$ cat src/rtl/alarm_pkg.sv
// Shared definitions for the frame-difference alarm path: detector FSM encoding
// and the default pixel geometry that the background BRAM instance must also use.
package alarm_pkg;

    localparam int unsigned ALARM_WIDTH = 11;
    localparam int unsigned ALARM_DEPTH = 320 * 240;

    // ST_WAIT is the "waiting for sof" phase after LEARN or after an evaluation.
    typedef enum logic [2:0] {
        ST_IDLE,
        ST_LEARN,
        ST_WAIT,
        ST_DETECT,
        ST_DRAIN,
        ST_EVAL
    } det_state_e;

endpackage

$ cat src/rtl/abs_diff_cmp.sv
// Combinational |a - b| > THRESH on unsigned pixel intensities; the subtraction
// is ordered so the magnitude never wraps.
module abs_diff_cmp #(
    parameter int unsigned WIDTH  = 11,
    parameter int unsigned THRESH = 64
) (
    input  logic [WIDTH-1:0] a,
    input  logic [WIDTH-1:0] b,
    output logic             gt
);

    logic [WIDTH-1:0] diff;

    always_comb begin
        diff = (a >= b) ? (a - b) : (b - a);
        gt   = (32'(diff) > THRESH);
    end

endmodule

$ cat src/rtl/frame_diff_detector.sv
// Compares live pixels against a BRAM-held background, writes the live pixel back,
// counts changed pixels per frame and raises a sticky alarm past a count limit.
module frame_diff_detector
    import alarm_pkg::*;
#(
    parameter int unsigned WIDTH        = ALARM_WIDTH,
    parameter int unsigned DEPTH        = ALARM_DEPTH,
    parameter int unsigned PIX_THRESH   = 64,
    parameter int unsigned COUNT_THRESH = 1000,
    parameter int unsigned AW           = $clog2(DEPTH),
    parameter int unsigned CW           = $clog2(DEPTH + 1)
) (
    input  logic             clk,
    input  logic             rst,
    input  logic             arm,
    input  logic             alarm_ack,
    input  logic             pix_valid,
    input  logic             pix_sof,
    input  logic [WIDTH-1:0] pix_data,
    output logic             bram_rd,
    output logic [AW-1:0]    bram_rd_addr,
    input  logic [WIDTH-1:0] bram_rd_data,
    output logic             bram_en,
    output logic             bram_wr,
    output logic [AW-1:0]    bram_wr_addr,
    output logic [WIDTH-1:0] bram_wr_data,
    output logic             alarm,
    output logic [CW-1:0]    changed_count,
    output logic             frame_done
);

    det_state_e       state_q;
    logic [AW-1:0]    addr_q, addr_d, idx;
    logic [CW-1:0]    accum_q, accum_d;
    logic             s1_valid_q, s1_cmp_q;
    logic [WIDTH-1:0] s1_pix_q;
    logic [AW-1:0]    s1_addr_q;
    logic             alarm_q, frame_done_q;
    logic [CW-1:0]    changed_q;
    logic             accept, cmp_en, last, changed, wr_block;

    abs_diff_cmp #(
        .WIDTH  (WIDTH),
        .THRESH (PIX_THRESH)
    ) u_cmp (
        .a  (s1_pix_q),
        .b  (bram_rd_data),
        .gt (changed)
    );

    always_comb begin
        accept = 1'b0;
        cmp_en = 1'b0;
        if (arm && pix_valid) begin
            case (state_q)
                ST_IDLE:   accept = pix_sof;
                ST_LEARN:  accept = 1'b1;
                ST_WAIT:   begin accept = pix_sof; cmp_en = 1'b1; end
                ST_DETECT: begin accept = 1'b1;    cmp_en = 1'b1; end
                default:   ;
            endcase
        end
        idx    = pix_sof ? '0 : addr_q;
        last   = (idx == AW'(DEPTH - 1));
        addr_d = last ? '0 : idx + 1'b1;
    end

    // A resync right after index 0 would read and write address 0 together;
    // the abandoned frame's write is the one dropped.
    assign wr_block     = bram_rd && s1_valid_q && (idx == s1_addr_q);
    assign bram_rd      = accept && cmp_en;
    assign bram_rd_addr = idx;
    assign bram_wr      = s1_valid_q && !wr_block;
    assign bram_en      = bram_wr;
    assign bram_wr_addr = s1_addr_q;
    assign bram_wr_data = s1_pix_q;

    always_comb begin
        accum_d = accum_q;
        if (!arm || state_q == ST_EVAL || (accept && pix_sof)) begin
            accum_d = '0;
        end else if (s1_valid_q && s1_cmp_q && changed && accum_q < CW'(DEPTH)) begin
            accum_d = accum_q + 1'b1;
        end
    end

    always_ff @(posedge clk) begin
        if (rst) begin
            state_q      <= ST_IDLE;
            addr_q       <= '0;
            accum_q      <= '0;
            s1_valid_q   <= 1'b0;
            s1_cmp_q     <= 1'b0;
            s1_pix_q     <= '0;
            s1_addr_q    <= '0;
            alarm_q      <= 1'b0;
            frame_done_q <= 1'b0;
            changed_q    <= '0;
        end else begin
            frame_done_q <= 1'b0;
            s1_valid_q   <= accept;
            s1_cmp_q     <= cmp_en;
            accum_q      <= accum_d;
            if (accept) begin
                s1_pix_q  <= pix_data;
                s1_addr_q <= idx;
                addr_q    <= addr_d;
            end
            if (alarm_ack) begin
                alarm_q <= 1'b0;
            end
            if (!arm) begin
                state_q <= ST_IDLE;
                addr_q  <= '0;
            end else begin
                case (state_q)
                    ST_IDLE:   if (accept) state_q <= last ? ST_WAIT : ST_LEARN;
                    ST_LEARN:  if (accept && last) state_q <= ST_WAIT;
                    ST_WAIT:   if (accept) state_q <= last ? ST_DRAIN : ST_DETECT;
                    ST_DETECT: if (accept && last) state_q <= ST_DRAIN;
                    ST_DRAIN:  state_q <= ST_EVAL;
                    ST_EVAL: begin
                        state_q      <= ST_WAIT;
                        changed_q    <= accum_q;
                        frame_done_q <= 1'b1;
                        if (32'(accum_q) >= COUNT_THRESH) begin
                            alarm_q <= 1'b1;
                        end
                    end
                    default:   state_q <= ST_IDLE;
                endcase
            end
        end
    end

    assign alarm         = alarm_q;
    assign changed_count = changed_q;
    assign frame_done    = frame_done_q;

endmodule
$ cat config.mk
export PLATFORM = sky130hd
export DESIGN_NAME = frame_diff_detector
export DESIGN_NICKNAME = d
export VERILOG_FILES = /design/src/rtl/alarm_pkg.sv /design/src/rtl/abs_diff_cmp.sv /design/src/rtl/frame_diff_detector.sv
export SDC_FILE = /design/constraint.sdc
export NUM_CORES = 1
export LEC_CHECK = 0
export CAP_MARGIN = 20
export CORE_UTILIZATION = 47
export DETAILED_ROUTE_END_ITERATION = 8
export PLACE_DENSITY = 0.83
export SYNTH_ARGS = -nofsm -noshare
export SYNTH_HDL_FRONTEND = slang
export SYNTH_SLANG_ARGS = --single-unit
export TNS_END_PERCENT = 1
$ cat constraint.sdc
create_clock -name clk -period 3.6 [get_ports clk]
set_input_delay 0.72 -clock clk [delete_from_list [all_inputs] [get_ports clk]]
set_output_delay 0.72 -clock clk [all_outputs]
set_load 0.005 [all_outputs]
==> out/metrics.yaml, run 1 <==
timing:
  slew_headroom: 0.320
  grt_setup_unrepaired: "yes"
  skew_ns: 0.00876
  final-hold-violation-count: 0
  fin_ws_ns: -0.00818
  tightest_slew_ns: 1.02
  fmax_mhz: 277
  maxSlewViolCount: 0
  holdWs_ns: 0.458
  fin_crit_sh: 1.00
  setup_viol: 1
  fin_crit_ns: 3.61
clock_tree:
  post_cts_buffers: 0
  path_clk_slew_ns: 0.06
  numCtsBuffers: 9
  clockBufferDepth: 2
  clock_latency_ns: 0.34
  h-tree-depth: 3
  clockRootBuffer: "clkbuf_16"
  clock-sinks: 86
  ctsHoldBuffers: 0
  cts_tree: "built"
worst_hold_path:
  min_from: "changed_count[16]"
  holdCritPathClass: "reg -> reg"
  holdPathEnd: "changed_count[16]"
  hold-path-cell-count: 2
critical_path:
  path_buf_inv: 3
  r2r_cells: 12
  cp.arrival_ns: 2.89
  worstSetupStartpoint: "pix_sof"
  cp_top_family: "buffers and inverters"
  critPathSlowestCell: "clkdlybuf4s50_1"
  r2r_end: "accum_q[7]"
  r2r_slack_ns: 0.69
  cpPeakStageDelay_ns: 0.49
  path_cells: "clkdlybuf4s50_1 -> buf_12 -> nor2b_2 -> xnor2_2 -> nand4_1 -> nor2_1 -> nand4_1 -> o31a_1 -> clkdlybuf4s50_1"
  r2r-start: "bram_wr_data[0]"
  critPathLaunchType: "input port"
  path_class: "in -> out"
  cp.required_ns: 2.88
  path_max_fanout: 14
  crit_path_end_kind: "output port"
grt:
  grt_overflow: 0
  track_usage: 0.268
  grt_pass1_wl_mm: 25.2
  grt_pass1_vias: 5411
  grt_max_degree: 50
  antenna_found_initial: 0
placed_design:
  pre_cts_ws_ns: -0.139
  dp_hpwl_mm: 10.8
  post-place-cells: 950
  post_dp_cell_area_sq_um: 6740
  io_buffer_count: 94
  place_congestion: 0.886
power:
  power_mw: 2.33
  leakage_nw: 2.62
  irDropWorstVdd_mv: 0.186
  p_per_area_nw_per_um2: 327
status:
  violations: "setup timing"
  outcome: "finished, violations left"
layout:
  mostFrequentLayoutCell: "nand2_1"
  finalInstanceArea_sq_um: 7140
  area_growth_pct: 33.1
  n_antenna_cell: 0
  nets: 876
  nFillCells: 883
  finalNonFillerCells: 966
  final_cell_mix: "nand2_1 (135), clkdlybuf4s50_1 (93), dfxtp_1 (86)"
  drive_gt1_frac: 0.123
drt:
  drc_errors: 0
  ant_nets: 0
  vias: 5536
  drt-pass1-iter-count: 5
  wl_per_cell_um: 15.9
  via_per_inst: 5.73
  wirelength_mm: 15.3
  initialDrtViolationCount: 383
logic_synthesis:
  async_flop_share: 0
  synth_edf_count: 0
  synth_warnings: 0
  synthesis.area_sq_um: 5360
  synthCells: 703
  syn_avg_cell_area_sq_um: 7.63
  synth_ff_type: "dfxtp_1"
  ys_ff_latch: 86
  yosysSeqAreaShare: 0.321
  synth_nets: 757
  synth_cell_types: 69
floorplanning:
  die-area_sq_um: 11800
  row_count: 38
  die_h_um: 109
  die_w_um: 109
  start_util: 0.488
  io-pin-count: 95
  core_sq_um: 11000
job:
  cap_violations: 0
## power breakdown
part	total [mW]	internal, mW	leakage [nW]	switching (mW)
registers	0.963	0.956	0.693	0.00626
clock network	1.02	0.630	0.158	0.390
logic	0.352	0.159	1.77	0.193
## synth_stat cells, types with 6 or more instances
cell,instances,area (sq um)
a21o_1,7,52.6
a21oi_1,81,405
a21oi_2,10,87.6
a31oi_1,9,56.3
and3_1,14,87.6
clkbuf_1,31,116
dfxtp_1,86,1720
ha_1,24,300
inv_1,26,97.6
mux2i_1,19,190
nand2_1,135,507
nand2b_1,18,113
nand3_1,14,70.1
nand4_1,18,113
nor2_1,40,150
nor2b_1,24,150
nor3_1,13,65.1
nor4_1,6,37.5
o21ai_0,15,75.1
xnor2_1,19,166
## how the worst max path moves through the flow
stage	end	cells past startpoint
after CTS	bram_en	9
after global placement	accum_q[6]	12
after global routing	bram_en	9
after detailed placement	accum_q[7]	13
after floorplan	addr_q[11]	12
final	bram_en	9
## worst reg2reg max path, delay by kind of cell (launching register included)
family	cells	cell delay (ns)
flops	1	0.39
buf+inv	2	0.24
mux	1	0.19
compound gates	4	0.93
simple gates	3	0.51
fa+ha+maj	2	0.60
## registers in the layout, summed over array words and instances (netlist names), 3 cells and up
signal and count:
accum_q 17, addr_q 17, bram_wr_addr 17, bram_wr_data 11, changed_count 17, state_q 3
## layout make-up
class / count / area, sq um / area share
multi-input cells: 549 / 3410 / 0.478
flip-flops and latches: 86 / 1720 / 0.241
clock buffers: 11 / 243 / 0.0340
inverters: 26 / 97.6 / 0.0137
clock inverters: 4 / 80.1 / 0.0112
repair buffers: 150 / 1410 / 0.197
well taps: 140 / 175 / 0.0245
## stage by stage
stage / setup TNS, ns / util
after floorplan: 0 / -
after global placement: -0.415 / 0.614
after detailed placement: -1.46 / 0.614
after CTS: 0 / 0.648
after global routing: -0.0668 / 0.650
final: -0.00818 / 0.650
## kinds of logic after synthesis
family / Yosys count / share of synthesized area
buffers and inverters: 68 / 0.0530
DFF: 86 / 0.321
and+or+nand+nor: 310 / 0.281
xor gates and xnor gates: 24 / 0.0392
adders and majority gates: 26 / 0.0635
AOI/OAI and AO/OA: 170 / 0.207
muxes: 19 / 0.0355
## timing repair
action,CTS,global route
cloned,1,0
gates resized for setup,5,5
pin swaps,1,1
hold endpoints to repair,0,0
endpoints found under the setup margin,2,12
## layer usage
layer  vias up  track usage  wire [um]  share of wire
li1       2676            -          -              -
met1      2629        0.341       6670           0.43
met3        30       0.0454        865          0.056
met4         0        0.100        309          0.020
met5         -            0          0              0
met2       201        0.454       7510           0.49
(Power assumes the default switching activity.)
==> run 2: changes to the inputs <==
--- a/config.mk
+++ b/config.mk
@@ -6,6 +6,7 @@
 export NUM_CORES = 1
 export LEC_CHECK = 0
 export CAP_MARGIN = 20
+export CORE_MARGIN = 2
 export CORE_UTILIZATION = 47
 export DETAILED_ROUTE_END_ITERATION = 8
 export PLACE_DENSITY = 0.83
==> constraint.sdc (replaced) <==
create_clock -name clk -period 3.5 [get_ports clk]
set_input_delay 0.7 -clock clk [delete_from_list [all_inputs] [get_ports clk]]
set_output_delay 0.7 -clock clk [all_outputs]
set_load 0.005 [all_outputs]
==> out/metrics.yaml, run 2 (synthesis gave the netlist of run 1 again) <==
layout:
  mostFrequentLayoutCell: "nand2_1"
  nets: 894
  n_antenna_cell: 0
  fin_util: 0.647
  finalInstanceArea_sq_um: 7300
  nFillCells: 934
  area_growth_pct: 36.1
  finalNonFillerCells: 988
  drive_gt1_frac: 0.150
  final_cell_mix: "nand2_1 (135), clkdlybuf4s50_1 (91), dfxtp_1 (86)"
drt:
  initialDrtViolationCount: 342
  vias: 5470
  wirelength_mm: 14.7
  drt-pass1-iter-count: 5
  ant_nets: 0
  wl_per_cell_um: 14.9
  via_per_inst: 5.54
  drc_errors: 0
clock_tree:
  clockBufferDepth: 2
  h-tree-depth: 3
  clock_latency_ns: 0.34
  path_clk_slew_ns: 0.07
  ctsHoldBuffers: 0
  clockRootBuffer: "clkbuf_16"
  cts_tree: "built"
  numCtsBuffers: 9
  clock-sinks: 86
timing:
  slew_headroom: 0.489
  skew_ns: 0.0134
  holdWs_ns: 0.458
  fmax_mhz: 298
  setup_viol: 0
  fin_crit_ns: 3.35
  maxSlewViolCount: 0
  grt_setup_unrepaired: "yes"
  final-hold-violation-count: 0
  fin_crit_sh: 0.958
  tightest_slew_ns: 0.763
grt:
  grt_max_degree: 50
  track_usage: 0.236
  grt_overflow: 0
  grt_pass1_vias: 5041
  antenna_found_initial: 0
  grt_pass1_wl_mm: 24.4
placed_design:
  post-place-cells: 970
  place_congestion: 0.900
  io_buffer_count: 94
  post_dp_cell_area_sq_um: 6870
  dp_hpwl_mm: 10.6
worst_hold_path:
  holdCritPathClass: "reg -> reg"
power:
  leakage_nw: 2.71
  irDropWorstVdd_mv: 0.203
  power_mw: 2.30
  p_per_area_nw_per_um2: 315
critical_path:
  path_max_fanout: 7
  critPathSlowestCell: "clkdlybuf4s50_1"
  cp.arrival_ns: 3.61
  cpMostUsedCell: "buf_4"
  critPathLaunchType: "input port"
  crit_path_end_kind: "flop"
  cpPeakStageDelay_ns: 0.54
  path_class: "in -> reg"
  cp.required_ns: 3.76
  path_cells: "clkdlybuf4s50_1 -> inv_1 -> ha_1 -> buf_4 -> nand4_1 -> nor3_1 -> a211o_1 -> or2_1 -> a221oi_4 -> nor3_4 -> buf_12 -> buf_4 -> a21oi_2 -> mux2i_1"
floorplanning:
  die-area_sq_um: 12300
  start_util: 0.476
  io-pin-count: 95
  row_count: 39
  core_sq_um: 11300
  die_w_um: 111
  die_h_um: 111
status:
  outcome: "completed"
job:
  cap_violations: 0
run 2: metrics by stage:
step                      setup TNS, ns  worst slack, ns
after detailed placement          -2.97           -0.213
after global placement            -1.63           -0.128
after floorplan                       0            0.356
after global routing            -0.0396          -0.0282
after CTS                             0          0.00304
final                                 0            0.147
run 2: timing repair:
action	4_1_cts	5_1_grt
gates cloned	0	1
gates resized for setup	2	20
setup buffers	0	1
pin swaps	0	3
endpoints found under the setup margin	2	18
run 2: where the power goes:
part / internal [mW] / leakage (nW) / switching (mW)
sequential: 0.983 / 0.693 / 0.00639
clock: 0.491 / 0.136 / 0.429
combinational: 0.185 / 1.88 / 0.206
run 2: layout make-up:
| cell class | count | area (sq um) | area share |
|---|---|---|---|
| clock inverter | 7 | 56.3 | 0.00772 |
| tap | 143 | 179 | 0.0245 |
| clock buffer | 9 | 225 | 0.0309 |
| inverter | 26 | 97.6 | 0.0134 |
| multi-input combinational | 549 | 3460 | 0.474 |
| timing repair buffer | 168 | 1560 | 0.213 |
| sequential | 86 | 1720 | 0.236 |
run 2: path summary, 6_finish.rpt:
check / startpoint / to / slack, ns / cells past startpoint
max: bram_rd_data[1] / accum_q[15] / 0.15 / 14
min: changed_count[12] / changed_count[12] / 0.46 / 2
max reg2reg: bram_wr_data[0] / accum_q[15] / 0.58 / 14
min reg2reg: changed_count[12] / changed_count[12] / 0.46 / 2
run 2: routing by layer:
| layer | up-vias | wire length (um) | track usage |
|---|---|---|---|
| met1 | 2546 | 6530 | 0.304 |
| met3 | 19 | 842 | 0.0476 |
| met5 | - | 0 | 0 |
| met2 | 176 | 7070 | 0.400 |
| met4 | 0 | 255 | 0.0708 |
| li1 | 2729 | - | - |
run 2: worst max-delay path: cells and delay by family:
kind / cells / cell delay [ns]
multiplexers: 1 / 0.20
AO/OA/AOI/OAI: 3 / 0.74
AND/OR/NAND/NOR: 4 / 0.55
adder cells (fa/ha/maj): 1 / 0.35
buffers and inverters: 5 / 1.07
==> run 3: changes to the inputs <==
--- a/config.mk
+++ b/config.mk
@@ -5,7 +5,7 @@
 export SDC_FILE = /design/constraint.sdc
 export NUM_CORES = 1
 export LEC_CHECK = 0
-export CAP_MARGIN = 20
+export CAP_MARGIN = 10
 export CORE_MARGIN = 2
 export CORE_UTILIZATION = 47
 export DETAILED_ROUTE_END_ITERATION = 8
==> constraint.sdc (replaced) <==
create_clock -name clk -period 3.5 [get_ports clk]
set_input_delay 0.7 -clock clk [delete_from_list [all_inputs] [get_ports clk]]
set_output_delay 0.7 -clock clk [all_outputs]
set_load 0.05 [all_outputs]
==> out/metrics.yaml, run 3 (synthesis gave the netlist of run 1 again) <==
status:
  outcome: "completed"
drt:
  drc_errors: 0
  drt-pass1-iter-count: 5
  wl_per_cell_um: 15.1
  wirelength_mm: 14.7
  ant_nets: 0
  initialDrtViolationCount: 340
  vias: 5428
  via_per_inst: 5.56
layout:
  nets: 883
  mostFrequentLayoutCell: "nand2_1"
  area_growth_pct: 36.6
  n_antenna_cell: 0
  finalNonFillerCells: 977
  drive_gt1_frac: 0.163
  final_cell_mix: "nand2_1 (135), dfxtp_1 (86), a21oi_1 (81)"
floorplanning:
  die-area_sq_um: 12300
  core_sq_um: 11300
  io-pin-count: 95
  row_count: 39
  die_w_um: 111
  start_util: 0.476
  die_h_um: 111
timing:
  holdWs_ns: 0.455
  skew_ns: 0.00825
  fmax_mhz: 298
  tightest_slew_ns: 0.864
  maxSlewViolCount: 0
  final-hold-violation-count: 0
  fin_crit_sh: 0.959
  tns_ns: 0
  grt_setup_unrepaired: "no"
  setup_viol: 0
  fin_crit_ns: 3.36
  slew_headroom: 0.422
critical_path:
  worstSetupStartpoint: "pix_sof"
  critPathSlowestCell: "clkdlybuf4s50_1"
  crit_path_end_kind: "output port"
  r2r_slack_ns: 0.73
  cp_top_family: "buffers and inverters"
  path_max_fanout: 32
  crit_cells: 9
  cp.required_ns: 2.80
  path_cells: "clkdlybuf4s50_1 -> buf_12 -> nor2b_2 -> xnor2_1 -> nand4_1 -> nor2_1 -> nand4_1 -> o31a_1 -> buf_4"
  path_class: "in -> out"
  path_buf_inv: 3
  cpPeakStageDelay_ns: 0.50
  critPathLaunchType: "input port"
  r2r-start: "bram_wr_data[0]"
  r2r_end: "accum_q[4]"
  r2r_cells: 11
  cpMostUsedCell: "nand4_1"
  cp.arrival_ns: 2.66
  crit_end: "bram_wr"
job:
  cap_violations: 0
power:
  p_per_area_nw_per_um2: 317
  irDropWorstVdd_mv: 0.223
  power_mw: 2.32
  leakage_nw: 2.72
grt:
  grt_overflow: 0
  grt_pass1_vias: 5015
  grt_max_degree: 50
  track_usage: 0.235
  antenna_found_initial: 0
  grt_pass1_wl_mm: 24.1
clock_tree:
  clockRootBuffer: "clkbuf_16"
  h-tree-depth: 3
  path_clk_slew_ns: 0.07
  numCtsBuffers: 9
  ctsHoldBuffers: 0
  clockBufferDepth: 2
  clock-sinks: 86
  cts_tree: "built"
  clock_latency_ns: 0.35
placed_design:
  io_buffer_count: 94
  dp_hpwl_mm: 10.7
  post-place-cells: 960
  place_congestion: 0.900
worst_hold_path:
  holdCritPathClass: "reg -> reg"
  min_from: "changed_count[2]"
## run 3: cell types whose count changed in the layout (fill, tap and decap cells not counted), moves of 4 or more
cell	delta
nor2b_2	+4
buf_4	-7
clkdlybuf4s50_1	-18
buf_12	+18
## run 3: how the worst min path moves through the flow
stage / endpoint / slack, ns / cells after the start
after CTS: changed_count[13] / 0.46 / 2
after global routing: changed_count[13] / 0.47 / 2
after detailed placement: changed_count[13] / 0.45 / 2
after global placement: changed_count[2] / 0.44 / 2
final: changed_count[2] / 0.45 / 2
after floorplan: addr_q[1] / 0.44 / 2
## run 3: layout make-up
class                      count  area (sq um)
clock buffer                  11           253
clock inverter                 5          40.0
fill                         927          3950
inverter                      26          97.6
multi-input combinational    549          3410
sequential                    86          1720
tap                          143           179
timing repair buffer         157          1620
## run 3: report_power, final
group / total (mW) / internal, mW / switching (mW) / leakage (nW)
logic: 0.389 / 0.171 / 0.218 / 1.88
clock network: 0.943 / 0.526 / 0.416 / 0.146
registers: 0.990 / 0.984 / 0.00605 / 0.693
total: 2.32 / 1.68 / 0.640 / 2.72
## run 3: through the flow
stage | worst slack (ns) | instance area, sq um | util
after floorplan | -0.0666 | 5390 | -
after CTS | 0.152 | 7310 | 0.648
after global routing | 0.00420 | 7330 | 0.650
after detailed placement | -0.175 | 7020 | 0.622
final | 0.142 | 7330 | 0.650
after global placement | -0.0978 | 7020 | 0.622
## run 3: routing by layer
layer,up-vias,track usage,share of wire
li1,2703,-,-
met3,25,0.0344,0.049
met5,-,0,0
met1,2531,0.316,0.46
met2,169,0.383,0.47
met4,0,0.0850,0.022
## run 3: tightest hold or removal path, cell delays in order, from the launching register on
cell,delay (ns)
dfxtp_1,0.31
nand2_1,0.05
a21oi_1,0.05
## run 3: what timing repair did
action,in CTS,in global routing
setup endpoints to repair,0,9
gates resized for setup,0,3
endpoints found under the hold margin,0,0
setup buffers,0,1
